`src/rtl/sdram_if_pkg.sv`:
```
// Shared definitions for the SDRAM user-side request/acknowledge interface.
// Used by the responder, the controller and the test top levels.
package sdram_if_pkg;

  localparam int SDRAM_ADDR_W = 22;
  localparam int SDRAM_DATA_W = 128;

  typedef enum logic [1:0] {
    IDLE,
    WRITE,
    READ,
    TURN
  } resp_state_t;

endpackage

```
`src/rtl/resp_mem.sv`:
```
// Register-array backing store for the handshake responder.
// Synchronous write port and a registered, resettable read port.
module resp_mem #(
  parameter int DATA_W  = 128,
  parameter int DEPTH_W = 4
) (
  input  logic               iclk,
  input  logic               ireset,
  input  logic               iwe,
  input  logic [DEPTH_W-1:0] iwaddr,
  input  logic [DATA_W-1:0]  iwdata,
  input  logic               ire,
  input  logic [DEPTH_W-1:0] iraddr,
  output logic [DATA_W-1:0]  ordata
);

  logic [DATA_W-1:0] mem [2**DEPTH_W];

  // NOTE: the array itself is deliberately not reset; only the read register is.
  // Resetting storage would turn a compact array into a wide reset fan-out.
  always_ff @(posedge iclk) begin
    if (iwe) mem[iwaddr] <= iwdata;
  end

  always_ff @(posedge iclk) begin
    if (ireset)   ordata <= '0;
    else if (ire) ordata <= mem[iraddr];
  end

endmodule

```
`src/rtl/sdram_handshake_responder.sv`:
```
// Responder end of the level-request / pulse-acknowledge SDRAM user protocol,
// backed by a small register memory with programmable completion latency.
module sdram_handshake_responder
  import sdram_if_pkg::*;
#(
  parameter int ADDR_W     = SDRAM_ADDR_W,
  parameter int DATA_W     = SDRAM_DATA_W,
  parameter int DEPTH_W    = 4,
  parameter int WR_LATENCY = 4,
  parameter int RD_LATENCY = 6
) (
  input  logic              iclk,
  input  logic              ireset,
  input  logic              iwrite_req,
  input  logic [ADDR_W-1:0] iwrite_address,
  input  logic [DATA_W-1:0] iwrite_data,
  output logic              owrite_ack,
  input  logic              iread_req,
  input  logic [ADDR_W-1:0] iread_address,
  output logic [DATA_W-1:0] oread_data,
  output logic              oread_ack,
  output logic              obusy,
  output logic              oproto_err
);

  localparam int MAX_LAT = (WR_LATENCY > RD_LATENCY) ? WR_LATENCY : RD_LATENCY;
  localparam int CNT_W   = (MAX_LAT > 1) ? $clog2(MAX_LAT) : 1;
  localparam logic [CNT_W-1:0] WR_LOAD = CNT_W'(WR_LATENCY - 1);
  localparam logic [CNT_W-1:0] RD_LOAD = CNT_W'(RD_LATENCY - 1);

  resp_state_t        state, state_d;
  logic [CNT_W-1:0]   cnt, cnt_d;
  logic [DEPTH_W-1:0] addr_q, addr_d;
  logic [DATA_W-1:0]  data_q, data_d;
  logic               wr_ack_d, rd_ack_d, err_d;
  logic               mem_we, mem_re;

  // Upper address bits alias onto the same entry by design.
  logic addr_hi_unused;
  assign addr_hi_unused = ^{iwrite_address[ADDR_W-1:DEPTH_W], iread_address[ADDR_W-1:DEPTH_W]};

  // NOTE: every signal driven here gets a default first, so no path can infer a latch.
  always_comb begin
    state_d  = state;
    cnt_d    = cnt;
    addr_d   = addr_q;
    data_d   = data_q;
    wr_ack_d = 1'b0;
    rd_ack_d = 1'b0;
    err_d    = oproto_err;
    mem_we   = 1'b0;
    mem_re   = 1'b0;

    unique case (state)
      IDLE: begin
        if (iwrite_req) begin
          addr_d  = iwrite_address[DEPTH_W-1:0];
          data_d  = iwrite_data;
          cnt_d   = WR_LOAD;
          state_d = WRITE;
        end else if (iread_req) begin
          addr_d  = iread_address[DEPTH_W-1:0];
          cnt_d   = RD_LOAD;
          state_d = READ;
        end
      end
      WRITE: begin
        if (!iwrite_req) begin
          err_d   = 1'b1;
          state_d = IDLE;
        end else if (cnt == '0) begin
          mem_we   = 1'b1;
          wr_ack_d = 1'b1;
          state_d  = TURN;
        end else begin
          cnt_d = cnt - CNT_W'(1);
        end
      end
      READ: begin
        if (!iread_req) begin
          err_d   = 1'b1;
          state_d = IDLE;
        end else if (cnt == '0) begin
          mem_re   = 1'b1;
          rd_ack_d = 1'b1;
          state_d  = TURN;
        end else begin
          cnt_d = cnt - CNT_W'(1);
        end
      end
      TURN:    state_d = IDLE;
      default: state_d = IDLE;
    endcase

    // A reset edge must never commit a pending transaction to memory.
    if (ireset) begin
      mem_we = 1'b0;
      mem_re = 1'b0;
    end
  end

  // NOTE: state registers use non-blocking assignments so every flop samples
  // pre-edge values regardless of statement order.
  always_ff @(posedge iclk) begin
    if (ireset) begin
      state      <= IDLE;
      cnt        <= '0;
      addr_q     <= '0;
      data_q     <= '0;
      owrite_ack <= 1'b0;
      oread_ack  <= 1'b0;
      obusy      <= 1'b0;
      oproto_err <= 1'b0;
    end else begin
      state      <= state_d;
      cnt        <= cnt_d;
      addr_q     <= addr_d;
      data_q     <= data_d;
      owrite_ack <= wr_ack_d;
      oread_ack  <= rd_ack_d;
      obusy      <= (state_d != IDLE);
      oproto_err <= err_d;
    end
  end

  resp_mem #(
    .DATA_W (DATA_W),
    .DEPTH_W(DEPTH_W)
  ) u_mem (
    .iclk  (iclk),
    .ireset(ireset),
    .iwe   (mem_we),
    .iwaddr(addr_q),
    .iwdata(data_q),
    .ire   (mem_re),
    .iraddr(addr_q),
    .ordata(oread_data)
  );

endmodule

```
`config.mk`:
```
export PLATFORM = sky130hd
export DESIGN_NAME = sdram_handshake_responder
export DESIGN_NICKNAME = d
export VERILOG_FILES = /design/src/rtl/sdram_if_pkg.sv /design/src/rtl/resp_mem.sv /design/src/rtl/sdram_handshake_responder.sv
export SDC_FILE = /design/constraint.sdc
export NUM_CORES = 2
export LEC_CHECK = 0
export CORE_MARGIN = 5
export CORE_UTILIZATION = 25
export DETAILED_ROUTE_END_ITERATION = 8
export HOLD_SLACK_MARGIN = 0.15
export SETUP_SLACK_MARGIN = 0.4
export SLEW_MARGIN = 25
export SYNTH_ARGS = -nofsm -noshare
export SYNTH_HDL_FRONTEND = slang
export SYNTH_SLANG_ARGS = --single-unit
export TNS_END_PERCENT = 100
```
`constraint.sdc`:
```
create_clock -name iclk -period 13.85 [get_ports iclk]
set_clock_uncertainty 0.15 [all_clocks]
set_input_delay 1.385 -clock iclk [delete_from_list [all_inputs] [get_ports iclk]]
set_output_delay 1.385 -clock iclk [all_outputs]
set_load 0.02 [all_outputs]
```
# Word level (Yosys, flattened, before mapping)
# Memory sizes are Yosys's and may differ from the RTL's. A register that Yosys moved wholly into a read port is not among the register bits.
# Cells that the tools add are included.
[totals]
ff_bits = 141
mem_bits_rw = 2048
input_bits = 176
out_inout_bits = 132
elab_cells = 54
n_memories = 1
[memory_table]
columns = ["name", "depth", "width", "rd", "rd_ports_with_merged_regs", "write_ports", "line", "text"]
rows = [
  ["u_mem.mem", 16, 128, 1, 1, 1, "resp_mem.sv:17", "logic [DATA_W-1:0] mem [2**DEPTH_W];"],
]
[op_classes]
addsub = 1
eq_ne = 8
muxes = 26
n_reduce_logical = 10
[ops]
columns = ["op", "count"]
rows = [
  ["3-bit 2-to-1 mux", 5],
  ["1-bit 2-to-1 mux", 11],
  ["2-bit 2-to-1 mux", 5],
  ["3-bit one-hot mux with 3 select lines", 1],
  ["4-bit 2-to-1 mux", 2],
  ["2-bit inequality test (second input constant)", 4],
  ["2-bit one-hot mux with 4 select lines", 1],
  ["2-bit nonzero test", 3],
  ["2-bit == test (second input constant)", 2],
  ["2-bit AND reduction", 2],
  ["4-bit AND reduction", 1],
  ["3-bit logical NOT", 1],
  ["3-bit inequality test (second input constant)", 1],
  ["3-bit AND reduction", 1],
  ["3-bit nonzero test", 1],
  ["3-bit by 1-bit subtractor with 3-bit output (second input constant)", 1],
  ["2-bit by 1-bit == test with 1-bit output (second input constant)", 1],
  ["2-bit logical NOT", 1],
  ["1-bit one-hot mux with 2 select lines", 1],
]

# Longest topological paths before layout
[logic_depth]
word_depth = 7
ltp_mapped = 11

# Modules after synthesis
# From an unflattened synthesis, not the netlist that was laid out.
[hier_totals]
hier_cells = 4969
hier_area_um2 = 87801.7
[by_module_without_submodules]
columns = ["module", "n_inst", "cells_per_inst", "area_per_inst_um2", "seq_area_each_um2"]
rows = [
  ["resp_mem", 1, 4338, 82759.4, 64061.4],
  ["sdram_handshake_responder", 1, 631, 5042.3, 2822.7],
]

# Least setup slack after synthesis
# No wires, ideal clock.
[synth_path]
path_type = "input -> register"
start = "input port ireset"
end = "memory u_mem.mem[0][0], enable pin"
t_arrival_ns = 11.047
required_time_ns = 12.927
slack_ns = 1.881
cell_stages = 4
path_buffers = 1
cell_sequence = "clkbuf_1 > nor3_1 > or3b_2 > nor3_1"
[synth_between]
elab_chain_len = 3
[synth_rtl]
columns = ["element", "line", "text"]
rows = [
  ["from (decl)", "sdram_handshake_responder.sv:13", "input logic ireset,"],
  ["1-bit 2-to-1 mux", "sdram_handshake_responder.sv:96", "if (ireset) begin"],
  ["net mem_we", "sdram_handshake_responder.sv:36", "logic mem_we, mem_re;"],
  ["1-bit 2-to-1 mux", "resp_mem.sv:22", "if (iwe) mem[iwaddr] <= iwdata;"],
  ["1-bit 2-to-1 mux (implied by the code)", "resp_mem.sv:22", ""],
  ["to (decl)", "resp_mem.sv:17", ""],
]
# The timed path passes the listed nets, and every way through them passes these cells.

# Worst setup path after layout
[layout_path]
start = "input port iwrite_req"
end = "memory u_mem.mem[8][46], enable pin"
[layout_between]
elab_chain_len = 5
[layout_rtl]
columns = ["element", "line", "text"]
rows = [
  ["from (decl)", "sdram_handshake_responder.sv:14", "input logic iwrite_req,"],
  ["1-bit 2-to-1 mux", "sdram_handshake_responder.sv:68", "if (!iwrite_req) begin"],
  ["1-bit 2-to-1 mux", "--", ""],
  ["1-bit 2-to-1 mux", "sdram_handshake_responder.sv:96", ""],
  ["net mem_we", "sdram_handshake_responder.sv:36", ""],
  ["1-bit 2-to-1 mux", "resp_mem.sv:22", ""],
  ["1-bit 2-to-1 mux (implied by the code)", "resp_mem.sv:22", ""],
]
# The timed path passes the listed nets, and every way through them passes these cells.

==> key figures <==
Run status
  • Status: completed

Yosys
  • Post-synth EDFFs: 2048
  • Main synth FF type: edfxtp_1
  • Synthesis-stage register bit count: between 2000 and 2500
  • Syn_nets: between 5000 and 6000
  • Leading post-synthesis cells by cell area: edfxtp_1 71%, mux2i_1 8.5%, dfxtp_1 6.2%
  • Ys Warns: 0
  • Synth Instances: between 4000 and 5000
  • Ys async rst share: 0
  • Synth unique cells: 44
  • Syn Area/Cell: roughly 18 um^2
  • Post-synth top area cell: edfxtp_1
  • Top post-synthesis cells by count: 2048 x edfxtp_1, 734 x mux2i_1, 504 x nand2_1
  • Post-synth top area share: 0.709
  • Synthesized cell area: a little under 90000 um^2
  • Register area share after synthesis: 0.771
  • Top-count cell post-synth: edfxtp_1

Die
  • DIE WIDTH: 599 um
  • Row count: ~220
  • Top-level port count: ~310
  • Core area: roughly 350000 um^2
  • Initial Util: 0.251
  • Full die area: 359000 um^2
  • Die height: 599 um

Pwr
  • Gate power share: 0.073
  • LEAKAGE: roughly 0.033 uW
  • Internal power: 11800 uW
  • Clock share of power: 0.416
  • Cell Pwr Density: roughly 150 nW/um^2
  • Net Sw Frac: 0.230
  • Net Switching: between 3000 and 4000 uW
  • Worst vdd ir: between 0.1 and 0.15 mV
  • Reg power frac: 0.511

Setup path
  • Crit. End Element: flip-flop
  • Crit start category: input port
  • Crit path kind: in -> reg
  • Critical path peak fanout: 38
  • Crit path required time: between 10 and 15 ns
  • Worst Path Arrival: just over 6 ns

Finish
  • FF/Latch Area: between 60000 and 70000 um^2
  • Area Growth Syn to Fin: 18.4%
  • Layout cells sized above 1: 0.129
  • Nets: roughly 5300
  • Multi-input gate area: 18600 um^2
  • Fillers: between 30000 and 40000
  • Post-route insts no fill: ~10000

Clocking
  • H-tree levels: 4
  • CTS root buf: clkbuf_16
  • Worst-path clk slew: 0.06 ns
  • CTS sink count: between 2000 and 2500
  • Post-CTS Setup Bufs: 0
  • CTS tree: yes
  • Post_cts resized: 0
  • CTS Buffer Depth: 4
  • Cts hold-fix bufs: 0
  • Worst skew pair latency: about 0.9 ns
  • Total CTS buffers: roughly 240

Drt
  • First-pass detailed-route iteration total: 6
  • Via-per-instance ratio: between 4 and 5
  • DRT iter0 DRCs: between 3000 and 4000
  • Avg WL per Cell: ~24 um
  • Drt total wl: roughly 240000 um
  • Post-route DRC: 0
  • Via count: between 40000 and 50000
  • Final antenna-violating net count: 0

Global route
  • Vias in the first global route: about 47000
  • Tot GR Track Use: 0.130
  • Antenna violations before repair: 10
  • First-pass GRT wire length: around 340000 um
  • Pin count of the biggest net entering global routing: 135
  • Total gr overflow: 0

STA
  • Final hold vios: 0
  • Final period util: 0.415
  • Endpoints failing setup: 0
  • Slew HR: 0.151
  • FMAX: 174 MHz
  • Period minus WS final: 5.75 ns
  • RSZ-0062 raised after global routing: no
  • Setup TNS: 0 ns
  • Slew Limit Fails: 0
  • Worst slew pin tran: about 1.3 ns

Place
  • Placed Cells: about 9500
  • DP Wirelength: about 130000 um
  • GP Congestion: a little over 0.7
  • Port bufs: between 200 and 300

Worst hold path
  • Hold Path Class: reg -> reg

Job
  • Number of max-cap violations: 0
[worst max-delay path, stage by stage]
cell and delay [ns]:
clkdlybuf4s50_1 0.84, nand2_1 0.09, nor3_1 0.66, or3b_2 0.63
nor2_4 0.64, buf_4 0.87, buf_4 0.73
[layout by cell type (no fill, tap or decap), drive strengths merged, types with 93 or more instances in the layout]
cell	count
mux4	151
clkdlybuf4s50	270
dfxtp	269
clkinv	93
edfxtp	2048
o221ai	121
mux2i	734
a22oi	242
o22ai	122
clkbuf	314
nand2	504
buf	101
a21oi	255
[sequential cells by signal, indices dropped and copies added (netlist names), 2 cells and up]
signal	cells
cnt	3
u_mem.ordata	128
data_q	128
u_mem.mem	2048
addr_q	4
state	2
[cell type report]
cell class	instances	share of cell area
Sequential cell	2317	0.651
Timing Repair Buffer	371	0.0351
Clock inverter	132	0.0131
Antenna cell	2	0.0000487
Multi-Input combinational cell	2226	0.181
Tap cell	4578	0.0558
Inverter	8	0.000341
Clock buffer	314	0.0635
[worst paths after layout]
check                           startpoint          endpoint  slack [ns]  depth (start not counted)
worst max-delay path            iwrite_req  u_mem.mem[8][46]        8.10                          7
worst min-delay path            oproto_err        oproto_err        0.31                          2
worst max register to register    state[1]  u_mem.mem[8][46]        8.81                          8
worst min register to register  oproto_err        oproto_err        0.31                          2
[power by group through the flow]
stage	Combinational, uW	Sequential, uW	Clock (uW)
floorplan	743	7920	0
global placement	1130	7960	0
detailed placement	1130	7980	0
CTS	1130	7830	6500
global route	1200	7840	6790
finish	1120	7820	6360
[per-stage QoR]
stage / power (uW) / setup WS (ns) / utilization / instance area (um^2) / hold slack, ns
3_3_place_gp: 9090 / 7.15 / 0.274 / 94700 / 0.302
6_report: 15300 / 8.10 / 0.297 / 103000 / 0.306
2_1_floorplan: 8670 / 1.88 / - / 86700 / 0.294
4_1_cts: 15500 / 7.92 / 0.297 / 103000 / 0.307
5_1_grt: 15800 / 8.00 / 0.297 / 103000 / 0.340
3_5_place_dp: 9110 / 7.02 / 0.274 / 94800 / 0.296
[logic make-up after synthesis]
family | Yosys count | synth area share
AND/OR/NAND/NOR | 559 | 0.0251
buffers and inverters | 310 | 0.0167
multiplexers | 892 | 0.125
AO/OA/AOI/OAI | 770 | 0.0614
adder cells (fa/ha/maj) | 5 | 0.000721
flip-flops | 2317 | 0.771
[metal layers]
layer  vias to the layer above  global-route usage  part of all wire
met1                     24192               0.162              0.40
met5                         -                   0          0.000054
met3                       358              0.0179             0.051
met2                      1379               0.230              0.51
met4                         2              0.0435             0.034
li1                      19927                   -                 -
(Power assumes the default switching activity.)
